### config.mk
export PLATFORM = sky130hd
export DESIGN_NAME = nn_sample_driver
export DESIGN_NICKNAME = d
export VERILOG_FILES = /design/src/rtl/nn_sample_driver_pkg.sv /design/src/rtl/nn_settle_timer.sv /design/src/rtl/nn_sample_driver.sv
export SDC_FILE = /design/constraint.sdc
export NUM_CORES = 1
export LEC_CHECK = 0
export ABC_AREA = 1
export BUFFER_PORTS_ARGS = -buffer_cell sky130_fd_sc_hd__buf_2
export CAP_MARGIN = 20
export CORE_ASPECT_RATIO = 0.6
export CORE_MARGIN = 3
export CORE_UTILIZATION = 30
export CTS_BUF_LIST = sky130_fd_sc_hd__clkbuf_16
export CTS_CLUSTER_SIZE = 28
export DETAILED_ROUTE_END_ITERATION = 12
export PLACE_DENSITY = 0.61
export SLEW_MARGIN = 20
export SYNTH_ARGS = -nofsm -noshare
export SYNTH_HDL_FRONTEND = slang
export SYNTH_HIERARCHICAL = 1
export SYNTH_SLANG_ARGS = --single-unit
### constraint.sdc
create_clock -name clk -period 2.4 [get_ports clk]
set_input_delay 0 -clock clk [delete_from_list [all_inputs] [get_ports clk]]
set_output_delay 0 -clock clk [all_outputs]
set_load 0.01 [all_outputs]
### src/rtl/nn_sample_driver_pkg.sv
// Shared state encoding and helpers for the nn sample driver.
// Feature, species and score widths default to 4, 4 and 32 bits.
`timescale 1ns/100ps
package nn_sample_driver_pkg;

  localparam int FEAT_W_DEF    = 4;
  localparam int SPECIES_W_DEF = 4;
  localparam int SCORE_W_DEF   = 32;
  localparam int NUM_SLOTS     = 4;

  typedef enum logic [1:0] {
    IDLE   = 2'd0,
    LOAD   = 2'd1,
    SETTLE = 2'd2,
    RESULT = 2'd3
  } state_e;

  function automatic logic is_busy(input state_e s);
    return (s == SETTLE) || (s == RESULT);
  endfunction

endpackage

### src/rtl/nn_settle_timer.sv
// Settle counter: cleared on load, counts while enabled, and flags the
// last cycle of the settle window.
`timescale 1ns/100ps
module nn_settle_timer #(
  parameter int SETTLE_CYC = 8
) (
  input  logic clk,
  input  logic rst_n,
  input  logic load,
  input  logic en,
  output logic done
);

  localparam int TW = 8;

  logic [TW-1:0] cnt_q, cnt_d;

  always_comb begin
    cnt_d = cnt_q;
    if (load)
      cnt_d = '0;
    else if (en)
      cnt_d = cnt_q + 1'b1;
  end

  always_ff @(posedge clk or negedge rst_n) begin
    if (!rst_n)
      cnt_q <= '0;
    else
      cnt_q <= cnt_d;
  end

  assign done = (cnt_q == TW'(SETTLE_CYC - 1));

endmodule

### src/rtl/nn_sample_driver.sv
// Host-side driver for the nn classifier: collects four feature beats,
// holds them stable for a settle window, then returns species/score.
`timescale 1ns/100ps
module nn_sample_driver
  import nn_sample_driver_pkg::*;
#(
  parameter int FEAT_W     = FEAT_W_DEF,
  parameter int SPECIES_W  = SPECIES_W_DEF,
  parameter int SCORE_W    = SCORE_W_DEF,
  parameter int SETTLE_CYC = 8,
  parameter int CNT_W      = 16
) (
  input  logic                 clk,
  input  logic                 rst_n,
  input  logic                 in_valid,
  output logic                 in_ready,
  input  logic [FEAT_W-1:0]    in_data,
  output logic [FEAT_W-1:0]    nn_sl,
  output logic [FEAT_W-1:0]    nn_sw,
  output logic [FEAT_W-1:0]    nn_pl,
  output logic [FEAT_W-1:0]    nn_pw,
  input  logic [SPECIES_W-1:0] nn_species,
  input  logic [SCORE_W-1:0]   nn_final,
  output logic                 res_valid,
  input  logic                 res_ready,
  output logic [SPECIES_W-1:0] res_species,
  output logic [SCORE_W-1:0]   res_final,
  output logic                 busy,
  output logic [CNT_W-1:0]     sample_cnt
);

  state_e                 state_q, state_d;
  logic [1:0]             idx_q, idx_d;
  logic [FEAT_W-1:0]      slot_q [NUM_SLOTS];
  logic [FEAT_W-1:0]      slot_d [NUM_SLOTS];
  logic                   in_ready_q, in_ready_d;
  logic                   res_valid_q, res_valid_d;
  logic                   busy_q, busy_d;
  logic [SPECIES_W-1:0]   res_species_q, res_species_d;
  logic [SCORE_W-1:0]     res_final_q, res_final_d;
  logic [CNT_W-1:0]       sample_cnt_q, sample_cnt_d;

  logic accept, last_beat, timer_done;

  // in_ready_q is high exactly while in LOAD, so it doubles as the state qualifier.
  assign accept    = in_valid & in_ready_q;
  assign last_beat = accept && (idx_q == 2'd3);

  nn_settle_timer #(.SETTLE_CYC(SETTLE_CYC)) u_timer (
    .clk   (clk),
    .rst_n (rst_n),
    .load  (last_beat),
    .en    (state_q == SETTLE),
    .done  (timer_done)
  );

  always_comb begin
    state_d       = state_q;
    idx_d         = idx_q;
    slot_d        = slot_q;
    res_species_d = res_species_q;
    res_final_d   = res_final_q;
    sample_cnt_d  = sample_cnt_q;
    case (state_q)
      IDLE: state_d = LOAD;
      LOAD: begin
        if (accept) begin
          slot_d[idx_q] = in_data;
          idx_d         = idx_q + 2'd1;
          if (last_beat)
            state_d = SETTLE;
        end
      end
      SETTLE: begin
        if (timer_done) begin
          res_species_d = nn_species;
          res_final_d   = nn_final;
          state_d       = RESULT;
        end
      end
      RESULT: begin
        if (res_valid_q && res_ready) begin
          sample_cnt_d = sample_cnt_q + 1'b1;
          state_d      = LOAD;
        end
      end
      default: state_d = IDLE;
    endcase
    // Status outputs are registered from the next state so they line up with it.
    in_ready_d  = (state_d == LOAD);
    res_valid_d = (state_d == RESULT);
    busy_d      = is_busy(state_d);
  end

  always_ff @(posedge clk or negedge rst_n) begin
    if (!rst_n) begin
      state_q       <= IDLE;
      idx_q         <= '0;
      for (int i = 0; i < NUM_SLOTS; i++) slot_q[i] <= '0;
      in_ready_q    <= 1'b0;
      res_valid_q   <= 1'b0;
      busy_q        <= 1'b0;
      res_species_q <= '0;
      res_final_q   <= '0;
      sample_cnt_q  <= '0;
    end else begin
      state_q       <= state_d;
      idx_q         <= idx_d;
      slot_q        <= slot_d;
      in_ready_q    <= in_ready_d;
      res_valid_q   <= res_valid_d;
      busy_q        <= busy_d;
      res_species_q <= res_species_d;
      res_final_q   <= res_final_d;
      sample_cnt_q  <= sample_cnt_d;
    end
  end

  assign in_ready    = in_ready_q;
  assign nn_sl       = slot_q[0];
  assign nn_sw       = slot_q[1];
  assign nn_pl       = slot_q[2];
  assign nn_pw       = slot_q[3];
  assign res_valid   = res_valid_q;
  assign res_species = res_species_q;
  assign res_final   = res_final_q;
  assign busy        = busy_q;
  assign sample_cnt  = sample_cnt_q;

endmodule
* Yosys cells after proc, flatten, opt, wreduce, memory -nomap -nowiden
Cells that the tools add are included.
** Operators by class
- Add/subtract/negate cells :: 3
- Multipliers :: 0
- Div/mod/pow operators :: 0
- $lt $le $gt $ge :: 2
- Equality and inequality tests :: 8
- Shift-type cells :: 0
- Mux-type cells :: 10
- Bitwise gates (word level) :: 2
- Reductions and logical operators :: 9
** Operators by type and width (count)
- 16-bit by 1-bit adder with 16-bit output (second input constant) :: 1
- 16-bit bitwise mux :: 1
- 8-bit two-way mux :: 2
- 2-bit == test (second input constant) :: 5
- 8-bit by 1-bit adder with 8-bit output (second input constant) :: 1
- 4-bit demux with 2-bit select :: 1
- 8-bit by 3-bit == test with 1-bit output (second input constant) :: 1
- 2-bit two-way mux :: 4
- 2-bit case mux with 4 select lines :: 1
- 2-bit AND reduction :: 3
- 2-bit by 1-bit == test with 1-bit output (second input constant) :: 2
- 4-bit two-way mux :: 1
- 3-bit >= comparator (second input constant) :: 1
- 1-bit logical AND :: 3
- 3-bit by 1-bit less-than comparator with 1-bit output (second input constant) :: 1
- 2-bit NOT with 3-bit output :: 1
- 2-bit by 1-bit adder with 2-bit output (second input constant) :: 1
- 2-bit zero test :: 1
- 2-bit nonzero test :: 1
- 1-bit AND :: 1
- 1-bit logical OR :: 1
** Storage, ports and cells
- Register bits after elaboration :: 83
- Latch bits :: 0
- Memory bits (writable) :: 0
- Memory bits (read-only) :: 0
- Input bits :: 44
- Output and inout bits :: 71
- Word-level logic and storage cells :: 47
- Memories kept :: 0

* Depth between registers and ports, before layout
- Depth after elaboration :: 7
- Gate-level depth with buffers :: 10
- Gate-level depth less buffers :: 9

* Cells and area by module
The synthesis kept the hierarchy.
** Modules (own cells, without submodules)
- nn_sample_driver :: times used 1, cells an instance 258, area each 3180.6 um^2, sequential area each 1851.8 um^2
- nn_settle_timer :: times used 1, cells an instance 60, area each 467.9 um^2, sequential area each 200.2 um^2

* Worst setup path after synthesis
No wires, ideal clock.
- Path type :: reg2reg
- Start :: register u_timer.cnt_q[0]
- End :: register res_final_q[0], in the netlist res_final[0]
- Library setup time :: 125 ps
- Arrival time :: 1641 ps
- Path slack :: 634 ps
- Cell stages (with the launch flop) :: 9
- Period minus slack after synthesis :: 1766 ps
- Path through :: dfrtp_1 > ha_1 > nand2_1 > inv_1 > nand3_1 > nor4_2 > nand2_4 > buf_6 > mux2_4
** Between the ends
- Cells in the longest elaborated chain, start to end :: 2
** Ends and longest elaborated chain
- start, declared :: RTL line nn_settle_timer.sv:16 : logic [TW-1:0] cnt_q, cnt_d;
- start signal, assigned :: RTL line nn_settle_timer.sv:30 : cnt_q <= cnt_d;
- 8-bit by 3-bit == test with 1-bit output :: RTL line nn_settle_timer.sv:33 : assign done = (cnt_q == TW'(SETTLE_CYC - 1));
- via timer_done :: RTL line nn_sample_driver.sv:43 : logic accept, last_beat, timer_done;
- 2-bit AND reduction (no line)
- end signal, assigned :: RTL line nn_sample_driver.sv:114 : res_final_q <= res_final_d;
- end, declared :: RTL line nn_sample_driver.sv:40 : logic [SCORE_W-1:0] res_final_q, res_final_d;
The timed path passes the listed nets, and every way through them passes these cells.
A chain may end at the register's enable or synchronous reset.

* Worst setup path in the final report
- Start :: register u_timer.cnt_q[0]
- End :: register res_final_q[7], in the netlist res_final[7]
The elaborated chain is that of the path after synthesis.

==> summary.md <==
| Metric | Value |
|---|---|
| Final wirelength | `between 8 and 9 mm` |
| Sequential area share after synthesis | `0.562` |
| Vias | `2726` |
| Final Skew | `0.00784 ns` |
| Share of layout cells above drive strength 1 | `0.379` |
| Worst VDD drop | `0.000349 V` |
| RSZ-0062 raised after global routing | `false` |
| Crit-path max FO | `37` |
| Initial Util | `0.315` |
| R2R depth | `7` |
| FF+latch count, synth | `82` |
| Initial antenna violation count | `0` |
| Dpl cells | `roughly 590` |
| Arr. time, crit path | `2.32 ns` |
| Root buffer cell | `clkbuf_16` |
| Final ANT Viol Nets | `0` |
| Slew Viols, Final | `0` |
| Status | `finished clean` |
| Pre-CTS WS | `0.281 ns` |
| Antenna cells | `0` |
| Die X | `148 um` |
| Worst Hold Class | `input pin to flip-flop` |
| Syn nets | `368` |
| Final setup margin | `0.286 ns` |
| Number of core rows | `30` |
| Syn_area_per_cell | `around 11 um2` |
| YS warnings | `6` |
| Setup Total Neg Slack | `0 ns` |
| Area grow syn2layout | `39.6%` |
| PD cells | `between 800 and 900 nW/um2` |
| Synth cell types | `25` |
| Setup Fix Bufs, Post-CTS | `0` |
| Worst hold stages | `3` |
| Reg-to-reg endpoint | `res_final[7]` |
| Die Y | `91.4 um` |
| Relative slew slack | `0.506` |
| Post-Syn Instances | `318` |
| Final worst-path cycle share | `0.881` |
| Fin crit period | `~2.1 ns` |
| Hpwl dp | `about 5.6 mm` |
| Gr ovfl total | `0` |
| F_max | `473 MHz` |
| Pre-Repair DR Iteration Count | `4` |
| # H-tree levels | `3` |
| # setup viols final | `0` |
| Critical Path RT | `between 2 and 3 ns` |
| DR DRC count | `0` |
| Average wire per standard cell | `between 10 and 15 um` |
| Placeable core area | `~12000 um2` |
| Worst setup EP type | `flip-flop` |
| Clk_lat worst skew | `0.33 ns` |
| Startpoint Class | `flip-flop` |
| Final Net Count | `~530` |
| First-pass GRT wire length | `about 13 mm` |
| R2R Path Start | `u_timer/cnt_q[0]` |
| Tot GR Track Use | `0.119` |
| Vias in the first global route | `about 2.7k` |
| Crit Path Class | `flip-flop to flip-flop` |
| CTS buffer count | `9` |
| Critical hold path startpoint | `in_data[1]` |
| Final Non-Filler Cells | `about 650` |
| Largest net degree at the start of global routing | `between 80 and 90` |
| Least-Margin Pin Slew | `0.741 ns` |
| Cell Area, Synth | `between 3000 and 4000 um2` |
| CTS tree | `yes` |
| Final hold violations | `0` |
| Placer congestion estimate | `~0.77` |
| Io pins | `approximately 120` |
| Max Cap Viol | `0` |
| Clock sink count | `82` |
| Clk slew on worst S/H paths | `0.07 ns` |
| R2R Setup Slk | `approximately 0.29 ns` |
| Pwr Total | `4180 uW` |
| Total die area | `~14000 um2` |
| Lkg Pwr | `0.00267 uW` |
| Initial DRC Count | `between 90 and 100` |
| Hold endpoint | `nn_sl[1]` |
| Clk buf depth | `2` |
| Vias per inst | `around 4.2` |
| PortBufs | `between 100 and 150` |
layout make-up:
cell class	instances	area [um2]
Clock buffer	9	225
Clock inverter	7	67.6
Fill cell	1115	6500
Inverter	31	116
Multi-Input combinational cell	202	1450
Sequential cell	82	2050
Tap cell	160	200
Timing Repair Buffer	155	987
repair_timing:
item / 4_1_cts / 5_1_grt
hold buffers: 41 / 0
hold endpoints to repair: 126 / 0
resized for setup: 0 / 0
stage by stage:
step	instance area, um2	hold slack [ns]	util
floorplan	3650	-0.296	-
global placement	4390	0.232	0.378
detailed placement	4390	0.237	0.378
CTS	5090	0.000152	0.439
global route	5090	0.0309	0.439
finish	5090	0.0123	0.439
synthesized netlist by cell type:
| cell | number | area share |
|---|---|---|
| mux2_2 | 8 | 0.025 |
| o21ai_0 | 21 | 0.029 |
| mux2_4 | 29 | 0.12 |
| a21oi_1 | 4 | 0.0055 |
| ha_1 | 6 | 0.021 |
| nand2_4 | 2 | 0.0062 |
| inv_2 | 2 | 0.0021 |
| inv_1 | 29 | 0.030 |
| xnor2_1 | 4 | 0.0096 |
| xor2_1 | 7 | 0.017 |
| nand4_1 | 8 | 0.014 |
| nand2_1 | 68 | 0.070 |
| nor2_1 | 15 | 0.015 |
| dfrtp_1 | 82 | 0.56 |
| nor3_1 | 2 | 0.0027 |
| nor2_2 | 2 | 0.0034 |
| nand3_2 | 1 | 0.0027 |
| nand3_1 | 11 | 0.015 |
| nand3b_1 | 3 | 0.0062 |
| buf_6 | 3 | 0.0093 |
| nor2_4 | 6 | 0.019 |
| nor2_8 | 1 | 0.0055 |
| nor4_2 | 1 | 0.0034 |
| nand2_2 | 2 | 0.0034 |
| nand3_4 | 1 | 0.0048 |
flip-flops by register name, indices dropped and copies added (netlist names):
register,count
busy,1
nn_pl,4
nn_sw,4
res_species,4
state_q,1
u_timer/cnt_q,8
res_valid,1
in_ready,1
sample_cnt,16
nn_sl,4
res_final,32
idx_q,2
nn_pw,4
where the power goes:
group	switching (uW)	total, uW	internal (uW)
combinational	551	974	423
sequential	208	1860	1650
clock	545	1350	802
placed cells by master (no fill, tap or decap), types with 2 or more instances in the layout:
master	netlist	layout
mux2_4	29	29
ha_1	6	6
nand2_2	2	2
nand2_4	2	2
nor3_1	2	2
nor2_2	2	2
buf_2	0	113
nor2_4	6	6
nand2_1	68	68
clkbuf_16	0	9
dlygate4sd3_1	0	41
inv_1	29	29
nand3_1	11	11
xnor2_1	4	4
o21ai_0	21	21
inv_2	2	2
dfrtp_1	82	82
nand3b_1	3	3
mux2_2	8	8
nand4_1	8	8
clkinvlp_4	0	2
clkinv_2	0	2
xor2_1	7	7
a21oi_1	4	4
nor2_1	15	15
worst max path at each step:
stage | startpoint | endpoint | slack [ns] | depth (start not counted)
finish | u_timer/cnt_q[0] | res_final[7] | 0.29 | 7
global route | u_timer/cnt_q[0] | res_final[20] | 0.11 | 7
CTS | u_timer/cnt_q[0] | res_final[7] | 0.27 | 7
detailed placement | u_timer/cnt_q[0] | res_species[3] | 0.28 | 7
global placement | u_timer/cnt_q[0] | res_final[25] | 0.34 | 7
floorplan | u_timer/cnt_q[0] | res_final[0] | 0.63 | 8
cells by family after synthesis:
logic type	Yosys count	synth area share
flip-flops	82	0.562
buffers and inverters	34	0.0412
XOR/XNOR	11	0.0264
adder cells (fa/ha/maj)	6	0.0206
AND/OR/NAND/NOR	123	0.171
multiplexers	37	0.144
AO/OA/AOI/OAI	25	0.0343
worst max-delay path, stage by stage, from the launching register on:
cell and delay [ns]:
dfrtp_1 0.38, ha_1 0.22, nand2_1 0.08, inv_1 0.10
nand3_1 0.09, nor4_2 0.25, nand2_4 0.42, mux2_4 0.44
routing by layer:
layer / vias up / part of all wire / track usage
li1: 1359 / - / -
met1: 1272 / 0.48 / 0.158
met2: 86 / 0.45 / 0.185
met3: 9 / 0.064 / 0.0409
met4: 0 / 0.010 / 0.0323
met5: - / 0 / 0
(Power assumes the default switching activity.)
